==> config.mk <==
export PLATFORM = sky130hd
export DESIGN_NAME = seg_7_reader_flat
export DESIGN_NICKNAME = d
export VERILOG_FILES = /design/src/rtl/seg7_pkg.sv /design/src/rtl/seg_7_reader_if.sv /design/src/rtl/seg_7_decoder.sv /design/src/rtl/seg_7_reader.sv /design/src/flat_wrapper.sv
export SDC_FILE = /design/constraint.sdc
export NUM_CORES = 1
export LEC_CHECK = 0
export ABC_AREA = 1
export BUFFER_PORTS_ARGS = -buffer_cell sky130_fd_sc_hd__buf_4
export CAP_MARGIN = 20
export CELL_PAD_IN_SITES_DETAIL_PLACEMENT = 1
export CELL_PAD_IN_SITES_GLOBAL_PLACEMENT = 2
export CORE_MARGIN = 1.5
export CORE_UTILIZATION = 35
export CTS_CLUSTER_SIZE = 16
export DETAILED_ROUTE_END_ITERATION = 8
export GPL_ROUTABILITY_DRIVEN = 0
export GPL_TIMING_DRIVEN = 0
export PLACE_DENSITY = 0.87
export REMOVE_ABC_BUFFERS = 1
export SETUP_SLACK_MARGIN = 0.1
export SLEW_MARGIN = 20
export SYNTH_ARGS = -nofsm -noshare
export SYNTH_HDL_FRONTEND = slang
export SYNTH_SLANG_ARGS = --single-unit
==> constraint.sdc <==
create_clock -name clk -period 4 [get_ports clk]
set_clock_uncertainty 0.2 [all_clocks]
set_input_delay 0.6 -clock clk [delete_from_list [all_inputs] [get_ports clk]]
set_output_delay 0.6 -clock clk [all_outputs]
set_load 0.005 [all_outputs]
==> src/rtl/seg7_pkg.sv <==
// seg7_pkg: shared segment pattern constants, stability default and reader state encoding
package seg7_pkg;
    localparam int STABLE_CNT_DEF = 4;
    localparam logic [6:0] SEG_0 = 7'b1111110;
    localparam logic [6:0] SEG_1 = 7'b0110000;
    localparam logic [6:0] SEG_2 = 7'b1101101;
    localparam logic [6:0] SEG_3 = 7'b1111001;
    localparam logic [6:0] SEG_4 = 7'b0110011;
    localparam logic [6:0] SEG_5 = 7'b1011011;
    localparam logic [6:0] SEG_6 = 7'b1011111;
    localparam logic [6:0] SEG_7 = 7'b1110000;
    localparam logic [6:0] SEG_8 = 7'b1111111;
    localparam logic [6:0] SEG_9 = 7'b1111011;
    localparam logic [6:0] SEG_BLANK = 7'b0000000;
    typedef enum logic {ST_COLLECT = 1'b0, ST_HOLD = 1'b1} state_t;
endpackage

==> src/rtl/seg_7_reader_if.sv <==
// seg_7_reader_if: display bus (seg, an, out_ready in; out_bcd, out_err, out_valid, overrun out)
interface seg_7_reader_if;
    logic [6:0] seg;
    logic [3:0] an;
    logic out_ready;
    logic [15:0] out_bcd;
    logic [3:0] out_err;
    logic out_valid;
    logic overrun;
    modport master(output seg, an, out_ready, input out_bcd, out_err, out_valid, overrun);
    modport slave(input seg, an, out_ready, output out_bcd, out_err, out_valid, overrun);
endinterface

==> src/rtl/seg_7_decoder.sv <==
// seg_7_decoder: seg[6:0] -> dec = {err, digit[3:0]}; blank gives F/no err, unknown gives F/err
module seg_7_decoder
    import seg7_pkg::*;
(
    input  logic [6:0] seg,
    output logic [4:0] dec
);
    always_comb begin
        dec = 5'h1F;
        case (seg)
            SEG_0: dec = 5'h00;
            SEG_1: dec = 5'h01;
            SEG_2: dec = 5'h02;
            SEG_3: dec = 5'h03;
            SEG_4: dec = 5'h04;
            SEG_5: dec = 5'h05;
            SEG_6: dec = 5'h06;
            SEG_7: dec = 5'h07;
            SEG_8: dec = 5'h08;
            SEG_9: dec = 5'h09;
            SEG_BLANK: dec = 5'h0F;
            default: dec = 5'h1F;
        endcase
    end
endmodule

==> src/rtl/seg_7_reader.sv <==
// seg_7_reader: captures stable multiplexed 7-seg digits into a 4-slot frame; ports clk, rst, bus (slave)
module seg_7_reader
    import seg7_pkg::*;
#(
    parameter int STABLE_CNT = STABLE_CNT_DEF
) (
    input logic clk,
    input logic rst,
    seg_7_reader_if.slave bus
);
    localparam logic [0:0] COLLECT = 1'(ST_COLLECT);
    localparam logic [0:0] HOLD = 1'(ST_HOLD);
    localparam logic [3:0] SAT = 4'(STABLE_CNT);
    logic [3:0] prev_an, cnt, cnt_nxt, mask, mask_nxt, err;
    logic [6:0] prev_seg;
    logic [3:0] digit [4];
    logic [4:0] dec;
    logic [1:0] idx;
    logic one_hot, cap, full;
    logic [0:0] state;
    seg_7_decoder u_dec (.seg(bus.seg), .dec(dec));
    always_comb begin
        idx = 2'd0;
        for (int k = 0; k < 4; k++) if (bus.an[k]) idx = 2'(k);
        one_hot = bus.an != 4'd0 && (bus.an & (bus.an - 4'd1)) == 4'd0;
        cnt_nxt = !one_hot ? 4'd0 : ({bus.an, bus.seg} != {prev_an, prev_seg}) ? 4'd1 : (cnt == SAT) ? cnt : cnt + 4'd1;
        cap = cnt_nxt == SAT && cnt != SAT;
        full = mask == 4'hF;
        mask_nxt = (full ? 4'd0 : mask) | ({3'd0, cap} << idx);
    end
    always_ff @(posedge clk) begin
        if (rst) begin
            prev_an <= 4'd0;
            prev_seg <= 7'd0;
            cnt <= 4'd0;
            mask <= 4'd0;
            err <= 4'd0;
            state <= COLLECT;
            bus.out_bcd <= 16'hFFFF;
            bus.out_err <= 4'd0;
            bus.overrun <= 1'b0;
            for (int k = 0; k < 4; k++) digit[k] <= 4'hF;
        end else begin
            prev_an <= bus.an;
            prev_seg <= bus.seg;
            cnt <= cnt_nxt;
            mask <= mask_nxt;
            if (cap) begin
                digit[idx] <= dec[3:0];
                err[idx] <= dec[4];
            end
            if (full && (state == COLLECT || bus.out_ready)) begin
                bus.out_bcd <= {digit[3], digit[2], digit[1], digit[0]};
                bus.out_err <= err;
            end
            if (full && state == HOLD && !bus.out_ready) bus.overrun <= 1'b1;
            if (full) state <= HOLD;
            else if (bus.out_ready) state <= COLLECT;
        end
    end
    assign bus.out_valid = state == HOLD;
endmodule

==> src/flat_wrapper.sv <==
// flat-port wrapper written by rule: the top's interface ports become plain ports
module seg_7_reader_flat import seg7_pkg::*;
#(
    parameter int STABLE_CNT = STABLE_CNT_DEF
)
  (clk, rst, bus_seg, bus_an, bus_out_ready, bus_out_bcd, bus_out_err, bus_out_valid, bus_overrun);
  seg_7_reader_if bus_i ();
  input logic clk;
  input logic rst;
  input wire logic [$bits(bus_i.seg)-1:0] bus_seg;
  input wire logic [$bits(bus_i.an)-1:0] bus_an;
  input wire logic [$bits(bus_i.out_ready)-1:0] bus_out_ready;
  output wire logic [$bits(bus_i.out_bcd)-1:0] bus_out_bcd;
  output wire logic [$bits(bus_i.out_err)-1:0] bus_out_err;
  output wire logic [$bits(bus_i.out_valid)-1:0] bus_out_valid;
  output wire logic [$bits(bus_i.overrun)-1:0] bus_overrun;
  assign bus_i.seg = bus_seg;
  assign bus_i.an = bus_an;
  assign bus_i.out_ready = bus_out_ready;
  assign bus_out_bcd = bus_i.out_bcd;
  assign bus_out_err = bus_i.out_err;
  assign bus_out_valid = bus_i.out_valid;
  assign bus_overrun = bus_i.overrun;
  seg_7_reader #(.STABLE_CNT(STABLE_CNT)) u_core (.clk(clk), .rst(rst), .bus(bus_i));
endmodule
==> run summary, run 1 <==
Residual DRC: 0
die area: 0.00851 mm^2
chip width: 92.2 um
worst slack, placed: 1.18 ns
crit path from: u_core.mask[1]
H-tree levels: 3
Worst Path Required: 4.06 ns
Slew @ Worst Pin: 0.626 ns
commonest non-fill, non-tap cell in the layout: nand2_1
Pins Over Slew Limit: 0
Pre-antenna DRT Iters: 4
RSZ-0062 raised after global routing: no
fin worst setup slack: 1.71 ns
fmax: 437 MHz
Initial Utilization: 0.361
Worst R2R Setup Slack: 1.71 ns
slew margin rel.: 0.582
first-pass GRT wire length: 10900 um
multiplexer share of the synthesized area: 0
Vias/cell: 4.63
final non-filler cell total: 515
number of synthesized register bits: 61
Final Cell Area: 0.00334 mm^2
Root Driver: clkbuf_8
commonest cells after routing, fill and taps aside: 127 x nand2_1, 46 x nor2_1, 45 x dfxtp_1
Crit Path Category: reg -> reg
ANT nets after route: 0
final wirelength: 6340 um
P&R area growth vs syn: 19.8%
Post-Synth XOR/XNOR Area: 0.0189
post-synthesis simple-gate area fraction: 0.375
Site Rows: 32
wire length per cell: 12.3 um
Vias: 2384
Clock Path Buffers: 2
Sink Count: 61
Post-synth EDFFs: 16
initial antenna violation count: 0
cells after synthesis: 371
# setup viols final: 0
Tot Pwr: 1.27 mW
Resized cells post-CTS: 0
post-synthesis adder-cell area fraction: 0.00898
Top FF cell, synth: dfxtp_1
Placed Area: 0.00314 mm^2
Post-Place Cells: 498
period utilization: 0.572
yosys synthesis warning count: 0
vias in the first global route: 2348
CORE AREA: 0.00773 mm^2
CP Max Fanout: 21
synthesized area per cell: 7.51 um^2
DPL Wire Length: 4720 um
Hold Path Class: reg -> reg
gr usage total: 0.164
critical path launch point type: register
Fin Setup TNS: 0 ns
CTS clk-pin slew, worst paths: 0.07 ns
1st-iter DRT viols: 40
register area share after synthesis: 0.496
mapped cell area: 0.00279 mm^2
HP Start: u_core.digit[0][1]
CTS hold repair buffers: 0
Power Density: 379 mW/mm^2
Critical Path AT: 2.35 ns
n_diodes: 0
Leakage: 1.55 nW
share of cells above drive strength 1: 0.189
Remaining Overflow, GRT: 0
Max Cap Viol: 0
final hold violations: 0
Clk Latency, worst-skew pair: 0.34 ns
VDD IR-drop max: 0.000165 V
Critical Path Sink Type: register
fillers: 969
status: finished clean
PortBufs: 35
post-CTS setup buffers: 0
FFs w/ async S/R, synth: 0
FF-to-FF Start: u_core.mask[1]
largest net degree at the start of global routing: 37
TritonCTS Buffers: 9
Synth Area in Compound Gates: 0.0323
CTS tree: done
min Tclk post-route: 2.29 ns
largest family of logic cells by synthesized area: simple AND/OR/NAND/NOR gates
io pins: 36
synth unique cells: 29
chip height: 92.2 um
final-stage net count: 424
## routing by layer
layer	track usage	routed length, um	up-vias
met3	0.0357	164	8
li1	-	-	1249
met2	0.268	3020	32
met1	0.206	3060	1095
met5	0	0	-
met4	0.0769	102	0
## cells by family (layout without fill, tap and decap cells)
family,count (synthesis),after routing
simple gates,235,235
flops,61,61
buf+inv,50,92
compound gates,17,17
xor+xnor,6,6
fa+ha+maj,2,2
## synthesized netlist by cell type, types with 4 or more instances
master / number / area, um^2
a21oi_1: 6 / 30.0
clkbuf_1: 9 / 33.8
dfxtp_1: 45 / 901
edfxtp_1: 16 / 480
inv_1: 26 / 97.6
inv_2: 13 / 48.8
nand2_1: 127 / 477
nand2_2: 4 / 25.0
nand3_1: 32 / 160
nand4_1: 9 / 56.3
nor2_1: 46 / 173
nor3_1: 4 / 20.0
o21ai_0: 6 / 30.0
xnor2_1: 4 / 35.0
## cell type report
cell class,instances,area (um^2),area share
clock buffers,13,169,0.0506
repair buffers,36,278,0.0832
multi-input cells,260,1210,0.364
flip-flops and latches,61,1380,0.414
inverters,40,150,0.0450
clock inverters,3,18.8,0.00562
well taps,102,128,0.0382
## stage by stage
stage,hold slack [ns],utilization
after global placement,0.228,0.406
final,0.246,0.432
after floorplan,0.222,-
after global routing,0.265,0.432
after detailed placement,0.231,0.406
after CTS,0.250,0.430
## power by group
part | internal, mW | total, mW | leakage [nW] | switching (mW)
clock network | 0.276 | 0.525 | 0.0960 | 0.249
logic | 0.0305 | 0.0936 | 0.949 | 0.0631
registers | 0.642 | 0.647 | 0.501 | 0.00516
total | 0.948 | 1.27 | 1.55 | 0.318
## worst paths after layout
path	endpoint	cells after the start
min	bus_out_bcd[1]	2
max	u_core.bus.out_err[3]	6
max reg2reg	u_core.bus.out_err[3]	6
min reg2reg	bus_out_bcd[1]	2
## critical path, cell delays in order (launching register included)
cell and delay (ns):
dfxtp_1 0.34, nand4_1 0.25, inv_1 0.15, nand2_1 0.38, inv_1 0.61, o21ai_0 0.16
a21oi_1 0.13
## flip-flops by register name (all words and copies together) (netlist names), 4 cells and up
name	cells
u_core.digit	16
u_core.prev_an	4
bus_out_bcd	12
u_core.bus.out_bcd	4
u_core.mask	4
u_core.prev_seg	7
u_core.cnt	4
u_core.err	4
u_core.bus.out_err	4
Note: power is estimated with default switching activity, not from simulation.
==> run 2: changes to the inputs <==
ABC_AREA = 0   (was 1)
CORE_UTILIZATION = 33   (was 35)
PLACE_DENSITY = 0.79   (was 0.87)
clock period = 2 ns   (was 4 ns; I/O delays follow)
==> run summary, run 2 <==
CORE AREA: 0.00785 mm^2
CTS tree: done
Max Cap Viol: 0
cell depth of the worst hold path: 2
Clk Latency, worst-skew pair: 0.34 ns
fillers: 897
yosys synthesis warning count: 0
P&R area growth vs syn: 35.3%
Vias/cell: 4.95
ANT nets after route: 0
HP Start: bus_an[1]
TritonCTS Buffers: 9
final-stage net count: 334
Cell Chain, Critical Path: inv_4 > ha_4 > nand3b_1 > o21ai_2 > o221ai_4 > or4b_4 > nand2b_4
CTS clk-pin slew, worst paths: 0.06 ns
synthesized area per cell: 10.2 um^2
Pre-antenna DRT Iters: 4
Worst Path Required: 1.86 ns
Worst R2R Setup Slack: -0.23 ns
Top FF cell, synth: dfxtp_1
PortBufs: 35
Remaining Overflow, GRT: 0
commonest non-fill, non-tap cell in the layout: buf_4
largest cells by area after synthesis: dfxtp_1 33%, edfxtp_1 18%, nor2b_1 6.4%
Crit Path Category: reg -> reg
final hold violations: 0
Slew @ Worst Pin: 0.558 ns
chip width: 93.9 um
Clock Path Buffers: 2
wire length per cell: 14.8 um
FF-to-FF Start: u_core.cnt[0]
io pins: 36
register area share after synthesis: 0.507
FFs w/ async S/R, synth: 0
CP Max Fanout: 4
initial antenna violation count: 0
max reg flops: 16
DPL Wire Length: 3900 um
n_diodes: 0
crit path max-delay cell type: or4b_4
share of the synthesized area in the top cell type: 0.331
Fin Setup TNS: -6.30 ns
Power Density: 760 mW/mm^2
Slowest Stage Delay on Critical Path: 0.58 ns
worst reg-to-reg path cell count: 7
Top reg by flops: u_core.digit
# setup viols final: 41
gr usage total: 0.155
status: finished, violations left
fin worst setup slack: -0.235 ns
most frequent cell after synthesis: dfxtp_1
Tot Pwr: 2.80 mW
commonest cells after routing, fill and taps aside: 54 x buf_4, 43 x dfxtp_1, 27 x nor2b_1
Yosys top cell by area: dfxtp_1
critical path launch point type: register
slew margin rel.: 0.624
synth unique cells: 43
chip height: 93.9 um
final wirelength: 6290 um
Root Driver: clkbuf_8
first-pass GRT wire length: 10400 um
number of synthesized register bits: 61
VDD IR-drop max: 0.000268 V
final hold slack: 0.0487 ns
min Tclk post-route: 2.23 ns
share of cells above drive strength 1: 0.347
Hold Path Class: in -> reg
Initial Utilization: 0.347
die area: 0.00881 mm^2
Residual DRC: 0
Post-synth EDFFs: 16
Leakage: 1.35 nW
commonest cells in the netlist: 45 x dfxtp_1, 28 x nor2b_1, 17 x a211o_1
H-tree levels: 3
Critical Path AT: 2.09 ns
1st-iter DRT viols: 31
violated checks: setup timing
period utilization: 1.12
cells after synthesis: 266
fmax: 447 MHz
Site Rows: 32
Vias: 2105
Sink Count: 61
mapped cell area: 0.00272 mm^2
Pins Over Slew Limit: 0
Critical Path Sink Type: register
largest net degree at the start of global routing: 48
Worst R2R End: u_core.digit[2][2]
vias in the first global route: 2141
WHS Endpoint: u_core.prev_an[1]
RSZ-0062 raised after global routing: yes
[run 2: cell count changes after synthesis, sizes merged, moves of 17 or more]
cell   before  now
nand2     131   13
nor2b       0   28
a211o       0   17
inv        39    6
nor2       51   12
nand3      34    9
[run 2: what timing repair did]
item,in CTS,in global routing
cloned,0,0
pin swaps,10,9
resized for setup,38,6
endpoints found under the hold margin,1,0
endpoints found under the setup margin,43,60
hold buffers,1,0
setup buffers,21,7
[run 2: how the worst max path moves through the flow]
stage / startpoint / slack, ns / endpoint
6_report: u_core.cnt[0] / -0.23 / u_core.digit[2][2]
5_1_grt: u_core.cnt[0] / -0.32 / u_core.digit[2][1]
4_1_cts: u_core.cnt[0] / -0.23 / u_core.digit[2][2]
3_5_place_dp: u_core.cnt[0] / -0.79 / u_core.digit[3][1]
3_3_place_gp: u_core.mask[0] / -1.28 / bus_out_bcd[0]
2_1_floorplan: u_core.mask[0] / -0.61 / bus_out_bcd[0]
[run 2: layout make-up]
cell class / instances / area, um^2 / area share
multi-input cells: 180 / 1400 / 0.380
well taps: 102 / 128 / 0.0346
repair buffers: 60 / 500 / 0.136
inverters: 6 / 25.0 / 0.00679
flip-flops and latches: 61 / 1390 / 0.376
clock inverters: 3 / 65.1 / 0.0177
clock buffers: 13 / 180 / 0.0489
[run 2: stage by stage]
| step | area, um^2 | setup WS, ns | utilization | std cells |
|---|---|---|---|---|
| after detailed placement | 3060 | -0.789 | 0.390 | 385 |
| after floorplan | 2640 | -0.605 | - | 247 |
| final | 3690 | -0.235 | 0.470 | 425 |
| after global routing | 3690 | -0.321 | 0.470 | 425 |
| after CTS | 3650 | -0.234 | 0.465 | 423 |
| after global placement | 3030 | -1.28 | 0.386 | 384 |
[run 2: where the power goes]
| part | switching, mW | internal [mW] | total [mW] |
|---|---|---|---|
| combinational | 0.103 | 0.0798 | 0.183 |
| sequential | 0.00791 | 1.28 | 1.29 |
| clock | 0.487 | 0.844 | 1.33 |
| total | 0.598 | 2.20 | 2.80 |
[run 2: routing by layer]
layer	GRT usage	routed length, um
met4	0.0858	123
met5	0	0
met3	0.0340	224
met2	0.251	3070
met1	0.190	2880
[run 2: critical path, delay by kind of cell, from the launching register on]
family / cells / cell delay, ns
flops: 1 / 0.36
fa+ha+maj: 1 / 0.15
simple gates: 3 / 0.80
compound gates: 2 / 0.38
buf+inv: 1 / 0.06
[run 2: cell families (layout without fill, tap and decap cells)]
group | count (synthesis) | after routing | share of synthesized area
AND/OR/NAND/NOR | 115 | 115 | 0.253
flip-flops | 61 | 61 | 0.507
AO/OA/AOI/OAI | 41 | 41 | 0.117
buffers and inverters | 25 | 82 | 0.0395
XOR/XNOR | 14 | 14 | 0.0450
multiplexers | 8 | 8 | 0.0294
adder cells (fa/ha/maj) | 2 | 2 | 0.00919
==> run 3: changes to the inputs <==
SETUP_SLACK_MARGIN = 0.5   (was 0.1)
==> run summary, run 3 (synthesis results as in run 2) <==
status: finished, violations left
violated checks: setup timing
Critical Path Sink Type: register
Clock Path Buffers: 2
vias in the first global route: 2266
worst slack, placed: -0.789 ns
Pins Over Slew Limit: 0
PortBufs: 35
commonest non-fill, non-tap cell in the layout: buf_4
Site Rows: 32
Crit Path Category: reg -> reg
slew margin rel.: 0.633
n_diodes: 0
commonest cells after routing, fill and taps aside: 44 x buf_4, 37 x dfxtp_1, 17 x a211o_1
TritonCTS Buffers: 9
fmax: 443 MHz
initial antenna violation count: 0
Residual DRC: 0
chip height: 93.9 um
Initial Utilization: 0.347
Worst R2R End: u_core.digit[2][2]
Worst R2R Setup Slack: -0.26 ns
Root Driver: clkbuf_8
Sink Count: 61
fin util: 0.504
period utilization: 1.13
Remaining Overflow, GRT: 0
max reg flops: 16
CP Max Fanout: 4
CTS clk-pin slew, worst paths: 0.07 ns
die area: 0.00881 mm^2
VDD IR-drop max: 0.000294 V
final-stage net count: 340
fin worst setup slack: -0.259 ns
largest net degree at the start of global routing: 48
CTS tree: done
chip width: 93.9 um
CORE AREA: 0.00785 mm^2
Max Cap Viol: 0
Top reg by flops: u_core.digit
wire length per cell: 15.6 um
crit path from: u_core.cnt[0]
Pre-antenna DRT Iters: 4
gr usage total: 0.167
# setup viols final: 41
Final Cell Area: 0.00396 mm^2
critical path launch point type: register
P&R area growth vs syn: 45.2%
share of cells above drive strength 1: 0.429
final hold slack: 0.0439 ns
Clk Latency, worst-skew pair: 0.34 ns
Leakage: 1.58 nW
min Tclk post-route: 2.26 ns
Slew @ Worst Pin: 0.544 ns
DPL Wire Length: 3900 um
FF-to-FF Start: u_core.cnt[0]
H-tree levels: 3
Hold Path Class: in -> reg
ANT nets after route: 0
final wirelength: 6700 um
1st-iter DRT viols: 16
Critical Path AT: 2.12 ns
Vias: 2176
first-pass GRT wire length: 11100 um
CP endpoint: u_core.digit[2][2]
Vias/cell: 5.05
Power Density: 707 mW/mm^2
final hold violations: 0
worst reg-to-reg path cell count: 7
Worst Path Required: 1.86 ns
RSZ-0062 raised after global routing: yes
io pins: 36
Placed Area: 0.00306 mm^2
## run 3: changes by cell type in the layout (fill, tap and decap cells not counted), sizes merged
| cell | previous run | this run |
|---|---|---|
| buf | 59 | 65 |
## run 3: critical path: stages (launching register included)
cell	delay, ns
dfxtp_4	0.36
inv_4	0.06
ha_4	0.14
nand3b_1	0.12
o21ai_2	0.21
o221ai_4	0.17
or4b_4	0.58
nand2b_4	0.11
## run 3: metal layers
| metal | track usage | vias to the layer above | part of all wire |
|---|---|---|---|
| li1 | - | 1059 | - |
| met1 | 0.200 | 1066 | 0.44 |
| met2 | 0.273 | 37 | 0.50 |
| met3 | 0.0356 | 14 | 0.032 |
| met4 | 0.0995 | 0 | 0.025 |
| met5 | 0 | - | 0 |
## run 3: worst min path at each step
stage,slack (ns),from,end,cells after the start
CTS,0.03,bus_out_ready,u_core.bus.out_valid,3
floorplan,0.17,rst,u_core.prev_seg[4],1
detailed placement,0.24,u_core.digit[2][2],bus_out_bcd[10],1
finish,0.04,bus_out_ready,u_core.bus.out_valid,3
global route,0.06,bus_seg[6],u_core.prev_seg[6],2
global placement,0.23,u_core.digit[3][1],u_core.bus.out_bcd[13],1
## run 3: per-stage QoR
| stage | setup TNS (ns) | instances | total power [mW] |
|---|---|---|---|
| after CTS | -5.55 | 431 | 2.84 |
| after detailed placement | -25.51 | 385 | 1.47 |
| after floorplan | -22.91 | 247 | 1.39 |
| after global placement | -50.29 | 384 | 1.47 |
| after global routing | -9.96 | 431 | 2.90 |
| final | -6.58 | 431 | 2.80 |
## run 3: power breakdown
part,total [mW],internal (mW),leakage [nW],switching [mW]
combinational,0.181,0.0783,0.962,0.103
clock,1.33,0.844,0.125,0.482
sequential,1.29,1.28,0.492,0.00789
total,2.80,2.20,1.58,0.593
## run 3: layout make-up
class / instances / area [um^2]
Multi-Input combinational cell: 180 / 1520
Sequential cell: 61 / 1390
Tap cell: 102 / 128
Inverter: 6 / 25.0
Fill cell: 859 / 3890
Timing Repair Buffer: 66 / 647
Clock buffer: 13 / 180
Clock inverter: 3 / 65.1
## run 3: what timing repair did
item | CTS | global route
setup endpoints to repair | 64 | 64
pin swaps | 32 | 11
resized for setup | 64 | 27
gates cloned | 2 | 0
setup buffers | 27 | 0
hold endpoints to repair | 1 | 0
hold buffers | 1 | 0
